File: src/rtl/frame_byte_reader_if.sv
// frame_byte_reader_if: frame-buffer pull side plus byte-stream push side of the frame byte reader.
interface frame_byte_reader_if;
  logic [15:0] DataVal;
  logic        DataReady;
  logic        FrameReady;
  logic        DataNext;
  logic        DataFrameReset;
  logic [7:0]  TxByte;
  logic        TxValid;
  logic        TxReady;
  logic        LinkAbort;
  logic        Busy;
  logic        FrameErr;
  logic [15:0] FramesSent;
  modport master (
    input  DataVal, DataReady, FrameReady, TxReady, LinkAbort,
    output DataNext, DataFrameReset, TxByte, TxValid, Busy, FrameErr, FramesSent
  );
  modport slave (
    output DataVal, DataReady, FrameReady, TxReady, LinkAbort,
    input  DataNext, DataFrameReset, TxByte, TxValid, Busy, FrameErr, FramesSent
  );
endinterface

File: src/rtl/frame_byte_reader.sv
// frame_byte_reader: pulls 8-word frames from the packet buffer and streams them low byte first,
// with an optional FF FF FF 7F header every SYNC_INTERVAL frames and rewind on abort/underrun.
module frame_byte_reader #(
  parameter int SYNC_INTERVAL = 8,
  parameter int WORD_SETTLE   = 3
) (
  input logic clk,
  input logic rst,
  frame_byte_reader_if.master bus
);
  typedef enum logic [2:0] {IDLE, SYNC, LOAD, SEND_LO, SEND_HI, GAP} state_t;
  state_t      state_q, state_d;
  logic [7:0]  cnt_q, cnt_d;
  logic [1:0]  hdr_q, hdr_d;
  logic [7:0]  hi_q, hi_d;
  logic [2:0]  idx_q, idx_d;
  logic [15:0] sync_q, sync_d;
  logic [15:0] frames_q, frames_d;
  logic [7:0]  tx_byte_q, tx_byte_d;
  logic        tx_valid_q, tx_valid_d;
  logic        next_q, next_d;
  logic        rewind_q, rewind_d;
  logic        err_q, err_d;
  logic        underrun, abort;
  assign underrun = state_q == LOAD && cnt_q == 8'(WORD_SETTLE) && !bus.DataReady;
  assign abort    = (state_q != IDLE && bus.LinkAbort) || underrun;
  always_comb begin
    state_d    = state_q;
    cnt_d      = cnt_q;
    hdr_d      = hdr_q;
    hi_d       = hi_q;
    idx_d      = idx_q;
    sync_d     = sync_q;
    frames_d   = frames_q;
    tx_byte_d  = tx_byte_q;
    tx_valid_d = tx_valid_q;
    next_d     = 1'b0;
    rewind_d   = 1'b0;
    err_d      = 1'b0;
    case (state_q)
      IDLE: if (bus.FrameReady) begin
        cnt_d = '0;
        if (SYNC_INTERVAL != 0 && sync_q == '0) begin
          state_d    = SYNC;
          hdr_d      = '0;
          tx_byte_d  = 8'hFF;
          tx_valid_d = 1'b1;
        end else state_d = LOAD;
      end
      SYNC: if (bus.TxReady) begin
        hdr_d     = hdr_q + 2'd1;
        tx_byte_d = hdr_q == 2'd2 ? 8'h7F : 8'hFF;
        if (hdr_q == 2'd3) begin
          // counts down across the frame this header precedes, so headers land every SYNC_INTERVAL frames
          sync_d     = 16'(SYNC_INTERVAL);
          tx_valid_d = 1'b0;
          cnt_d      = '0;
          state_d    = LOAD;
        end
      end
      LOAD: if (cnt_q == 8'(WORD_SETTLE)) begin
        hi_d       = bus.DataVal[15:8];
        tx_byte_d  = bus.DataVal[7:0];
        tx_valid_d = 1'b1;
        state_d    = SEND_LO;
      end else cnt_d = cnt_q + 8'd1;
      SEND_LO: if (bus.TxReady) begin
        tx_byte_d = hi_q;
        state_d   = SEND_HI;
      end
      SEND_HI: if (bus.TxReady) begin
        tx_valid_d = 1'b0;
        next_d     = 1'b1;
        idx_d      = idx_q + 3'd1;
        cnt_d      = '0;
        state_d    = idx_q == 3'd7 ? GAP : LOAD;
        frames_d   = idx_q == 3'd7 ? frames_q + 16'd1 : frames_q;
        sync_d     = idx_q == 3'd7 && sync_q != '0 ? sync_q - 16'd1 : sync_q;
      end
      GAP: begin
        cnt_d   = cnt_q + 8'd1;
        state_d = cnt_q == 8'(WORD_SETTLE - 1) ? IDLE : GAP;
      end
      default: state_d = IDLE;
    endcase
    // abort wins over a same-cycle byte acceptance: that byte is treated as never sent
    if (abort) begin
      state_d    = GAP;
      cnt_d      = '0;
      idx_d      = '0;
      sync_d     = sync_q;
      frames_d   = frames_q;
      tx_valid_d = 1'b0;
      next_d     = 1'b0;
      rewind_d   = 1'b1;
      err_d      = underrun;
    end
  end
  always_ff @(posedge clk or posedge rst) begin
    if (rst) begin
      state_q    <= IDLE;
      cnt_q      <= '0;
      hdr_q      <= '0;
      hi_q       <= '0;
      idx_q      <= '0;
      sync_q     <= '0;
      frames_q   <= '0;
      tx_byte_q  <= '0;
      tx_valid_q <= 1'b0;
      next_q     <= 1'b0;
      rewind_q   <= 1'b0;
      err_q      <= 1'b0;
    end else begin
      state_q    <= state_d;
      cnt_q      <= cnt_d;
      hdr_q      <= hdr_d;
      hi_q       <= hi_d;
      idx_q      <= idx_d;
      sync_q     <= sync_d;
      frames_q   <= frames_d;
      tx_byte_q  <= tx_byte_d;
      tx_valid_q <= tx_valid_d;
      next_q     <= next_d;
      rewind_q   <= rewind_d;
      err_q      <= err_d;
    end
  end
  assign bus.TxByte         = tx_byte_q;
  assign bus.TxValid        = tx_valid_q;
  assign bus.DataNext       = next_q;
  assign bus.DataFrameReset = rewind_q;
  assign bus.FrameErr       = err_q;
  assign bus.FramesSent     = frames_q;
  assign bus.Busy           = state_q != IDLE;
endmodule

File: src/flat_wrapper.sv
// flat-port wrapper written by rule: the top's interface ports become plain ports
module frame_byte_reader_flat 
#(
  parameter int SYNC_INTERVAL = 8,
  parameter int WORD_SETTLE   = 3
)
  (clk, rst, bus_DataVal, bus_DataReady, bus_FrameReady, bus_TxReady, bus_LinkAbort, bus_DataNext, bus_DataFrameReset, bus_TxByte, bus_TxValid, bus_Busy, bus_FrameErr, bus_FramesSent);
  frame_byte_reader_if bus_i ();
  input logic clk;
  input logic rst;
  input wire logic [$bits(bus_i.DataVal)-1:0] bus_DataVal;
  input wire logic [$bits(bus_i.DataReady)-1:0] bus_DataReady;
  input wire logic [$bits(bus_i.FrameReady)-1:0] bus_FrameReady;
  input wire logic [$bits(bus_i.TxReady)-1:0] bus_TxReady;
  input wire logic [$bits(bus_i.LinkAbort)-1:0] bus_LinkAbort;
  output wire logic [$bits(bus_i.DataNext)-1:0] bus_DataNext;
  output wire logic [$bits(bus_i.DataFrameReset)-1:0] bus_DataFrameReset;
  output wire logic [$bits(bus_i.TxByte)-1:0] bus_TxByte;
  output wire logic [$bits(bus_i.TxValid)-1:0] bus_TxValid;
  output wire logic [$bits(bus_i.Busy)-1:0] bus_Busy;
  output wire logic [$bits(bus_i.FrameErr)-1:0] bus_FrameErr;
  output wire logic [$bits(bus_i.FramesSent)-1:0] bus_FramesSent;
  assign bus_i.DataVal = bus_DataVal;
  assign bus_i.DataReady = bus_DataReady;
  assign bus_i.FrameReady = bus_FrameReady;
  assign bus_i.TxReady = bus_TxReady;
  assign bus_i.LinkAbort = bus_LinkAbort;
  assign bus_DataNext = bus_i.DataNext;
  assign bus_DataFrameReset = bus_i.DataFrameReset;
  assign bus_TxByte = bus_i.TxByte;
  assign bus_TxValid = bus_i.TxValid;
  assign bus_Busy = bus_i.Busy;
  assign bus_FrameErr = bus_i.FrameErr;
  assign bus_FramesSent = bus_i.FramesSent;
  frame_byte_reader #(.SYNC_INTERVAL(SYNC_INTERVAL), .WORD_SETTLE(WORD_SETTLE)) u_core (.clk(clk), .rst(rst), .bus(bus_i));
endmodule
File: config.mk
export PLATFORM = sky130hd
export DESIGN_NAME = frame_byte_reader_flat
export DESIGN_NICKNAME = d
export VERILOG_FILES = /design/src/rtl/frame_byte_reader_if.sv /design/src/rtl/frame_byte_reader.sv /design/src/flat_wrapper.sv
export SDC_FILE = /design/constraint.sdc
export NUM_CORES = 1
export LEC_CHECK = 0
export BUFFER_PORTS_ARGS = -buffer_cell sky130_fd_sc_hd__buf_2
export CORE_MARGIN = 2
export CORE_UTILIZATION = 60
export DETAILED_ROUTE_END_ITERATION = 8
export PLACE_DENSITY = 0.83
export SETUP_SLACK_MARGIN = 0.1
export SYNTH_ARGS = -nofsm -noshare
export SYNTH_HDL_FRONTEND = slang
export SYNTH_SLANG_ARGS = --single-unit
File: constraint.sdc
create_clock -name clk -period 4.05 [get_ports clk]
set_input_delay 0.2025 -clock clk [delete_from_list [all_inputs] [get_ports clk]]
set_output_delay 0.2025 -clock clk [all_outputs]
set_load 0.02 [all_outputs]
=== Word level (Yosys, flattened, before mapping) ===
Cells that the tools add are included.

* Register bits: 68
* Bits in latches: 0
* RAM bits: 0
* Memory bits (read-only): 0
* Logic and storage cells: 120
* Memories: 0

* Add/sub/neg operators: 5
* Multipliers: 0
* Divide/modulo/power cells: 0
* Magnitude comparators: 0
* Eq/ne operators: 26
* Shifts and indexed selects: 0
* Multiplexer cells: 50
* Bitwise logic cells: 1
* Reductions and logical operators: 26

{| class="wikitable"
|+ Operator list
! cell !! count
|-
| $mux W8 || 12
|-
| $mux W16 || 4
|-
| $pmux W8 S5 || 1
|-
| $mux W3 || 12
|-
| $pmux W16 S2 || 1
|-
| $pmux W8 S4 || 1
|-
| $reduce_and A6 Y1 || 4
|-
| $ne A3 B2 Y1 const B || 6
|-
| $pmux W3 S6 || 1
|-
| $add A16 B1 Y16 const B || 1
|-
| $eq A8 B2 Y1 const B || 2
|-
| $logic_not A16 Y1 || 1
|-
| $reduce_bool A16 Y1 || 1
|-
| $sub A16 B1 Y16 const B || 1
|-
| $mux W1 || 12
|-
| $ne A2 B2 Y1 const B || 5
|-
| $eq A3 B3 Y1 const B || 3
|-
| $add A8 B1 Y8 const B || 1
|-
| $mux W2 || 4
|-
| $reduce_and A4 Y1 || 2
|-
| $reduce_bool A2 Y1 || 4
|-
| $reduce_and A7 Y1 || 1
|-
| $eq A3 B2 Y1 const B || 2
|-
| $ne A2 B1 Y1 const B || 3
|-
| 17 further kinds || 23
|}

=== Longest topological paths before layout ===
Gate-level depths: netlist of the first run.

* Depth after elaboration: 6
* Depth in mapped cells: 8
* Mapped depth without buffers: 7

=== Least setup slack after synthesis of the first run ===
Ideal clock, no wire load.

* Path kind: register to register
* Start: register u_core.idx_q[0]
* End: register u_core.sync_q[12]
* Arrival time: 2,348 ps
* Required time: 3,972 ps
* Setup slack: 1,624 ps
* Stages on the path, launching flop included: 8
* Clock period less this slack: 2,426 ps
* Cells stage by stage: dfrtp_1 > ha_1 > ha_1 > nand3b_1 > a2111oi_4 > o2111ai_4 > or4_1 > a21oi_1

* Cells in the longest elaborated chain, start to end: 4

{| class="wikitable"
|+ Ends and longest elaborated chain
! what !! RTL line !! RTL
|-
| start: declaration || frame_byte_reader.sv:16 || <nowiki>logic [2:0] idx_q, idx_d;</nowiki>
|-
| start signal: assignment || frame_byte_reader.sv:118 || <nowiki>idx_q <= idx_d;</nowiki>
|-
| $eq A3 B3 Y1 || frame_byte_reader.sv:78 || <nowiki>sync_d = idx_q == 3'd7 && sync_q != '0 ? sync_q - 16'd1 : sync_q;</nowiki>
|-
| $logic_and A1 B1 Y1 || frame_byte_reader.sv:78 ||
|-
| $ne A2 B1 Y1 (no source line) || - ||
|-
| $reduce_and A6 Y1 (no source line) || - ||
|-
| end signal: assignment || frame_byte_reader.sv:119 || <nowiki>sync_q <= sync_d;</nowiki>
|-
| end: declaration || frame_byte_reader.sv:17 || <nowiki>logic [15:0] sync_q, sync_d;</nowiki>
|}

No other way between the ends.
A chain may end at the register's enable or synchronous reset.

=== Worst setup path in the final report of the first run ===
* Start: register u_core.cnt_q[2]
* End: register u_core.state_q[2]

* Cells in the longest elaborated chain, start to end: 6
* Elaborated cells between the ends (all ways): 15

{| class="wikitable"
|+ Ends and longest elaborated chain
! what !! RTL line !! RTL
|-
| start: declaration || frame_byte_reader.sv:13 || <nowiki>logic [7:0] cnt_q, cnt_d;</nowiki>
|-
| start signal: assignment || frame_byte_reader.sv:115 || <nowiki>cnt_q <= cnt_d;</nowiki>
|-
| $eq A8 B2 Y1 || frame_byte_reader.sv:25, frame_byte_reader.sv:61 ||
|-
| $logic_and A1 B1 Y1 (2 in series) || frame_byte_reader.sv:25 || <nowiki>assign underrun = state_q == LOAD && cnt_q == 8'(WORD_SETTLE) && !bus.DataReady;</nowiki>
|-
| $logic_or A1 B1 Y1 || frame_byte_reader.sv:26 || <nowiki>assign abort = (state_q != IDLE && bus.LinkAbort) || underrun;</nowiki>
|-
| $ne A3 B2 Y1 (no source line) or $ne A3 B1 Y1 (tied branches) || - ||
|-
| $reduce_and A6 Y1 (no source line) || - ||
|-
| end signal: assignment || frame_byte_reader.sv:114 || <nowiki>state_q <= state_d;</nowiki>
|-
| end: declaration || frame_byte_reader.sv:12 || <nowiki>state_t state_q, state_d;</nowiki>
|}

Several ways; a longest one is shown, not always the timed one.

==> reports/results.tsv, run 1 <==
stage	metric	value	unit
worst_setup_path	Worst path slowest cell	nor4_1	
power_and_ir_drop	Pwr per Cell Area	651	nW/µm²
routing	wire length per cell	16.0	µm
cells_and_area	Area Overhead vs Synth	15.5	%
worst_setup_path	crit-path cells	nor4_1, a41o_1, a2111oi_0, nor3_1, mux2_2	
placed_design	DPL Wire Length	5220	µm
sta	Setup-failing EPs final	0	
grt	vias in the first global route	2746	
logic_synthesis	synthesized area	3610	µm²
clock_network	CTS Root Cell	clkbuf_8	
placed_design	Placed Area	3920	µm²
clock_network	setup bufs post-CTS	0	
cells_and_area	layout cell share with drive strength beyond 1	24.4	%
sta	Max Freq	355	MHz
clock_network	Bufs on Longest Clock Path	2	
die	Initial Utilization	61.4	%
worst_setup_path	Register-to-Register Path Depth	5	
grt	residual overflow from global routing	0	
sta	clk_skew	0.00961	ns
run	max-capacitance violation count	0	
worst_setup_path	Worst Path Required	4.28	ns
placed_design	Final Wtd Congestion	0.849	
logic_synthesis	sequential share of the synthesized area	47.1	%
placed_design	Inst Count DP	459	
sta	setup TNS	0	ns
sta	post-route minimum period	2.82	ns
clock_network	CTS tree	built	
routing	Routed Antenna Nets	0	
sta	RSZ-0062 raised after global routing	no	
logic_synthesis	register bit total from synthesis	68	
worst_setup_path	crit path launch type	flip-flop	
sta	fin. max-slew vios	0	
cells_and_area	most frequent cells in the layout	dfrtp_1, buf_2, nor2_1, nand2_1	
worst_setup_path	WS Path Type	reg -> reg	
logic_synthesis	gate count of the mapped netlist	346	
grt	GRT Total Usage	25.3	%
clock_network	H-tree depth	3	
sta	slew margin rel.	48.5	%
clock_network	clk slew on worst S/H paths	0.07	ns
clock_network	Resized Gates After CTS	0	
routing	Pre-antenna DRT Iters	5	
cells_and_area	fin area	4170	µm²
worst_setup_path	Worst Setup End Kind	flip-flop	
routing	initial DRC count	191	
die	Die Span Y	81.6	µm
min_path	worst min path class	in -> reg	
cells_and_area	number of fill cells	409	
die	Die Span X	81.6	µm
logic_synthesis	Top FF cell, synth	dfrtp_1	
sta	actual slew at the worst max-slew pin	0.766	ns
sta	fin crit share	69.5	%
cells_and_area	Net count, final	427	
worst_setup_path	Worst Path Arrival	3.05	ns
grt	largest net degree at the start of global routing	53	
routing	Vias	2902	
die	FP Rows	28	
cells_and_area	area occupied by multi-input gates	1810	µm²
clock_network	hold buffers post-CTS	1	
cells_and_area	register area	1700	µm²
routing	Vias per Instance	6.10	
die	die area	6660	µm²
power_and_ir_drop	total power	0.00272	W
clock_network	CTS sink cnt	68	
logic_synthesis	asr flop ratio synth	100	%
logic_synthesis	Ys Warns	0	
grt	global-route wire length before repair	12900	µm
routing	wirelength, routed	7630	µm
sta	Hold Vio Cnt, Final	0	
status	status	completed	
routing	DRC Markers	0	
power_and_ir_drop	P_leak	1.89	nW
die	# IOs	51	
logic_synthesis	synthesized net count	377	
worst_setup_path	max incr delay on CP	0.70	ns
min_path	Min-Delay Path Depth	2	
cells_and_area	most common cell after layout, fill and taps aside	dfrtp_1	
power_and_ir_drop	Max rail drop VDD	0.000393	V
cells_and_area	antenna cell count	0	
logic_synthesis	EDFF count, synth	0	
logic_synthesis	Synth cell types	63	
clock_network	Inserted Clock Buffers	9	
die	Core ar.	5890	µm²
worst_setup_path	worst-path maximum fanout	17	
cells_and_area	final cell count without fillers	476	
placed_design	Port-buffer cells	50	
logic_synthesis	Avg Cell Area, Syn	10.4	µm²
grt	initial antenna violation count	0	
clock_network	worst-skew pair later-pin latency	0.35	ns
==> cell usage after synthesis, types with 8 or more instances <==
cell type / n / area share [%]
xnor2_1: 14 / 3.4
mux2i_1: 8 / 2.2
o21ai_0: 19 / 2.6
inv_1: 9 / 0.93
nand2_1: 23 / 2.4
or3_1: 9 / 1.6
dfrtp_1: 68 / 47
ha_1: 9 / 3.1
mux2_2: 12 / 3.7
nor2_1: 24 / 2.5
clkbuf_1: 10 / 1.0
a21oi_1: 19 / 2.6
nand3_1: 14 / 1.9
==> kinds of logic (layout without fill, tap and decap cells) <==
kind of cell / count (synthesis) / in the layout / share of synthesized area (%)
flip-flops: 68 / 68 / 47.1
buffers and inverters: 24 / 79 / 2.74
AND/OR/NAND/NOR: 115 / 115 / 17.6
multiplexers: 20 / 20 / 5.96
AO/OA/AOI/OAI: 91 / 91 / 18.9
adder cells (fa/ha/maj): 9 / 9 / 3.12
XOR/XNOR: 19 / 19 / 4.61
==> flip-flops by register name, summed over array words and instances, names as in the netlist <==
name,count
u_core.bus.DataFrameReset,1
u_core.idx_q,3
u_core.bus.FramesSent,16
u_core.hi_q,8
u_core.bus.FrameErr,1
u_core.cnt_q,8
u_core.bus.TxValid,1
u_core.bus.DataNext,1
u_core.sync_q,16
u_core.state_q,3
u_core.bus.TxByte,8
u_core.hdr_q,2
==> stage by stage <==
stage | hold WS, ns | setup WS, ns | util (%)
3_5_place_dp | 0.194 | 1.37 | 66.5
4_1_cts | 0.0242 | 1.30 | 70.9
5_1_grt | 0.0262 | 1.10 | 70.9
6_report | 0.0403 | 1.23 | 70.9
2_1_floorplan | 0.269 | 1.62 | -
3_3_place_gp | 0.183 | 1.43 | 66.5
==> routing by layer <==
metal  global-route usage, %  wire length [µm]  part of all wire, %  vias to the layer above
li1                        -                 -                    -                     1379
met1                    34.7              3450                   45                     1412
met2                    39.1              3680                   48                       96
met3                    6.48               397                  5.2                       15
met4                    8.83               108                  1.4                        0
met5                       0                 0                    0                        -
==> worst paths after layout <==
path | startpoint | to | slack [ns]
min reg2reg | u_core.bus.FramesSent[15] | u_core.bus.FramesSent[15] | 0.47
max reg2reg | u_core.cnt_q[2] | u_core.state_q[2] | 1.23
max in group asynchronous | rst | u_core.sync_q[15] | 2.72
min | bus_DataReady | u_core.bus.FrameErr | 0.04
max | u_core.cnt_q[2] | u_core.state_q[2] | 1.23
min in group asynchronous | rst | u_core.bus.FramesSent[6] | 0.35
==> layout make-up <==
type	instances	share of cell area, %
Multi-Input combinational cell	254	43.4
Clock inverter	6	2.67
Inverter	9	0.809
Tap cell	75	2.25
Clock buffer	10	3.30
Sequential cell	68	40.8
Timing Repair Buffer	54	6.77
==> power by group <==
part           switching [W]  internal [W]
combinational       0.000625      0.000417
sequential          0.000167      0.000818
clock               0.000266      0.000426
==> worst max-delay path: cells and delay by family (launching register included) <==
family | cells | cell delay [ns]
DFF | 1 | 0.44
AOI/OAI and AO/OA | 2 | 0.86
and+or+nand+nor | 2 | 1.02
muxes | 1 | 0.38
No activity file was read; power rests on OpenSTA's default activity.
==> inputs of run 2 (changes only) <==
--- a/config.mk
+++ b/config.mk
@@ -7,9 +7,9 @@
 export LEC_CHECK = 0
 export BUFFER_PORTS_ARGS = -buffer_cell sky130_fd_sc_hd__buf_2
 export CORE_MARGIN = 2
-export CORE_UTILIZATION = 60
+export CORE_UTILIZATION = 52
 export DETAILED_ROUTE_END_ITERATION = 8
-export PLACE_DENSITY = 0.83
+export PLACE_DENSITY = 0.76
 export SETUP_SLACK_MARGIN = 0.1
 export SYNTH_ARGS = -nofsm -noshare
 export SYNTH_HDL_FRONTEND = slang
==> constraint.sdc (replaced) <==
create_clock -name clk -period 2.43 [get_ports clk]
set_input_delay 0.1215 -clock clk [delete_from_list [all_inputs] [get_ports clk]]
set_output_delay 0.1215 -clock clk [all_outputs]
set_load 0.02 [all_outputs]
==> reports/results.tsv, run 2 (same netlist as run 1, synthesis figures left out) <==
stage	metric	value	unit	change
status	status	completed		
placed_design	Port-buffer cells	50		unchanged
worst_setup_path	Worst Path Arrival	2.67	ns	-0.38 ns
worst_setup_path	Worst Path Required	2.71	ns	-1.57 ns
sta	Max Freq	418	MHz	+18%
worst_setup_path	Register-to-Register Path Depth	7		+2
grt	largest net degree at the start of global routing	41		-23%
routing	wire length per cell	15.8	µm	-1.6%
sta	actual slew at the worst max-slew pin	0.619	ns	-0.147 ns
min_path	Min-Delay Path Depth	2		unchanged
cells_and_area	Area Overhead vs Synth	27.1	%	
worst_setup_path	worst-path maximum fanout	7		-10
cells_and_area	Net count, final	465		+8.9%
die	Die Span X	87.4	µm	+7.1%
routing	Routed Antenna Nets	0		unchanged
placed_design	Final Wtd Congestion	0.857		+0.92%
grt	global-route wire length before repair	12900	µm	+0.11%
sta	fin crit share	98.3	%	+29 points
clock_network	clk slew on worst S/H paths	0.08	ns	about the same
clock_network	worst-skew pair later-pin latency	0.35	ns	about the same
cells_and_area	antenna cell count	0		unchanged
placed_design	DPL Wire Length	5380	µm	+3.1%
grt	residual overflow from global routing	0		unchanged
die	Die Span Y	87.4	µm	+7.1%
routing	Vias	2985		+2.9%
power_and_ir_drop	P_leak	2.06	nW	+9.1%
worst_setup_path	Worst Setup End Kind	flip-flop		
cells_and_area	most frequent cells in the layout	dfrtp_1, buf_2, buf_4, nor2_1, nand2_1		
power_and_ir_drop	Pwr per Cell Area	1050	nW/µm²	+61%
worst_setup_path	crit path launch type	flip-flop		
cells_and_area	Post-Route Utilization	68.0	%	-2.9 points
die	die area	7630	µm²	+15%
sta	slew margin rel.	58.7	%	+10 points
routing	Pre-antenna DRT Iters	4		-1
min_path	worst min path class	in -> reg		
sta	fin. max-slew vios	0		unchanged
sta	Hold Vio Cnt, Final	0		unchanged
die	FP Rows	30		+7.1%
clock_network	Inserted Clock Buffers	9		unchanged
clock_network	CTS sink cnt	68		unchanged
sta	clk_skew	0.00784	ns	-0.00177 ns
routing	Vias per Instance	5.75		-5.7%
cells_and_area	layout cell share with drive strength beyond 1	32.1	%	+7.7 points
clock_network	Bufs on Longest Clock Path	2		unchanged
worst_setup_path	WS Path Type	reg -> reg		
grt	GRT Total Usage	21.5	%	-3.8 points
sta	PnR worst setup slack	0.0402	ns	-1.19 ns
die	Core ar.	6760	µm²	+15%
placed_design	DP Worst Slack	0.109	ns	-1.26 ns
die	Initial Utilization	53.5	%	-7.9 points
sta	Setup-failing EPs final	0		unchanged
grt	initial antenna violation count	0		unchanged
run	max-capacitance violation count	0		unchanged
sta	RSZ-0062 raised after global routing	yes		
clock_network	H-tree depth	3		unchanged
cells_and_area	most common cell after layout, fill and taps aside	dfrtp_1		
die	# IOs	51		unchanged
routing	DRC Markers	0		unchanged
routing	initial DRC count	226		+18%
grt	vias in the first global route	2690		-2.0%
sta	post-route minimum period	2.39	ns	-0.427 ns
clock_network	CTS tree	built		
routing	wirelength, routed	8190	µm	+7.3%
power_and_ir_drop	Max rail drop VDD	0.000767	V	+95%
clock_network	CTS Root Cell	clkbuf_8		
[run 2: cell count changes in the layout (fill, tap and decap cells not counted), moves of 2 or more]
| cell | delta |
|---|---|
| buf_4 | +26 |
| dlygate4sd3_1 | +8 |
| ha_1 | -3 |
| ha_4 | +2 |
| inv_1 | -2 |
| inv_2 | +2 |
| o2111ai_4 | +2 |
| o211ai_2 | -2 |
| o211ai_4 | +2 |
| o21ai_0 | -3 |
| o21ai_2 | +2 |
[run 2: worst paths after layout]
kind | from | end | slack [ns]
setup / recovery | u_core.sync_q[0] | u_core.sync_q[12] | 0.04
hold / removal | bus_DataVal[15] | u_core.hi_q[7] | 0.02
setup reg to reg | u_core.sync_q[0] | u_core.sync_q[12] | 0.04
hold reg to reg | u_core.bus.FramesSent[15] | u_core.bus.FramesSent[15] | 0.48
max in group asynchronous | rst | u_core.sync_q[0] | 1.39
min in group asynchronous | rst | u_core.bus.FramesSent[11] | 0.40
[run 2: repair_timing]
item,4_1_cts,5_1_grt
endpoints found under the hold margin,35,1
gates cloned,0,1
setup buffers,0,11
setup endpoints to repair,4,19
hold buffers,8,1
gates resized for setup,1,24
pin swaps,1,10
[run 2: report_power, final]
group | leakage, nW | switching, W | internal, W
clock | 0.102 | 0.000439 | 0.000578
combinational | 1.09 | 0.00125 | 0.000945
sequential | 0.868 | 0.000233 | 0.00136
[run 2: final cells by class]
class                      instances  area (µm²)
fill                             495        2160
multi-input combinational        255        1940
sequential                        68        1700
timing repair buffer              91         604
clock buffer                      10         128
tap                               80         100
clock inverter                     6        88.8
inverter                           9        33.8
[run 2: per-stage QoR]
stage	power, W	cells	instance area (µm²)	setup TNS (ns)	hold slack [ns]
finish	0.00481	519	4590	0	0.0237
global route	0.00511	519	4590	-0.130	0.0206
CTS	0.00461	506	4390	0	0.00291
detailed placement	0.00356	482	4090	0	0.244
global placement	0.00351	482	4090	0	0.233
floorplan	0.00300	346	3630	0	0.188
[run 2: metal layers]
metal  track usage, %  part of all wire (%)
met1             29.7                    46
met2             32.3                    48
met3             6.82                   4.6
met4             6.71                   1.1
met5                0                     0
[run 2: worst max-delay path, cell delays in order, from the launching register on]
cell and delay (ns):
dfrtp_2 0.44, inv_2 0.10, ha_4 0.12, or4b_4 0.46, or4_4 0.62, o2111ai_4 0.31
o31ai_1 0.13, a21oi_2 0.14
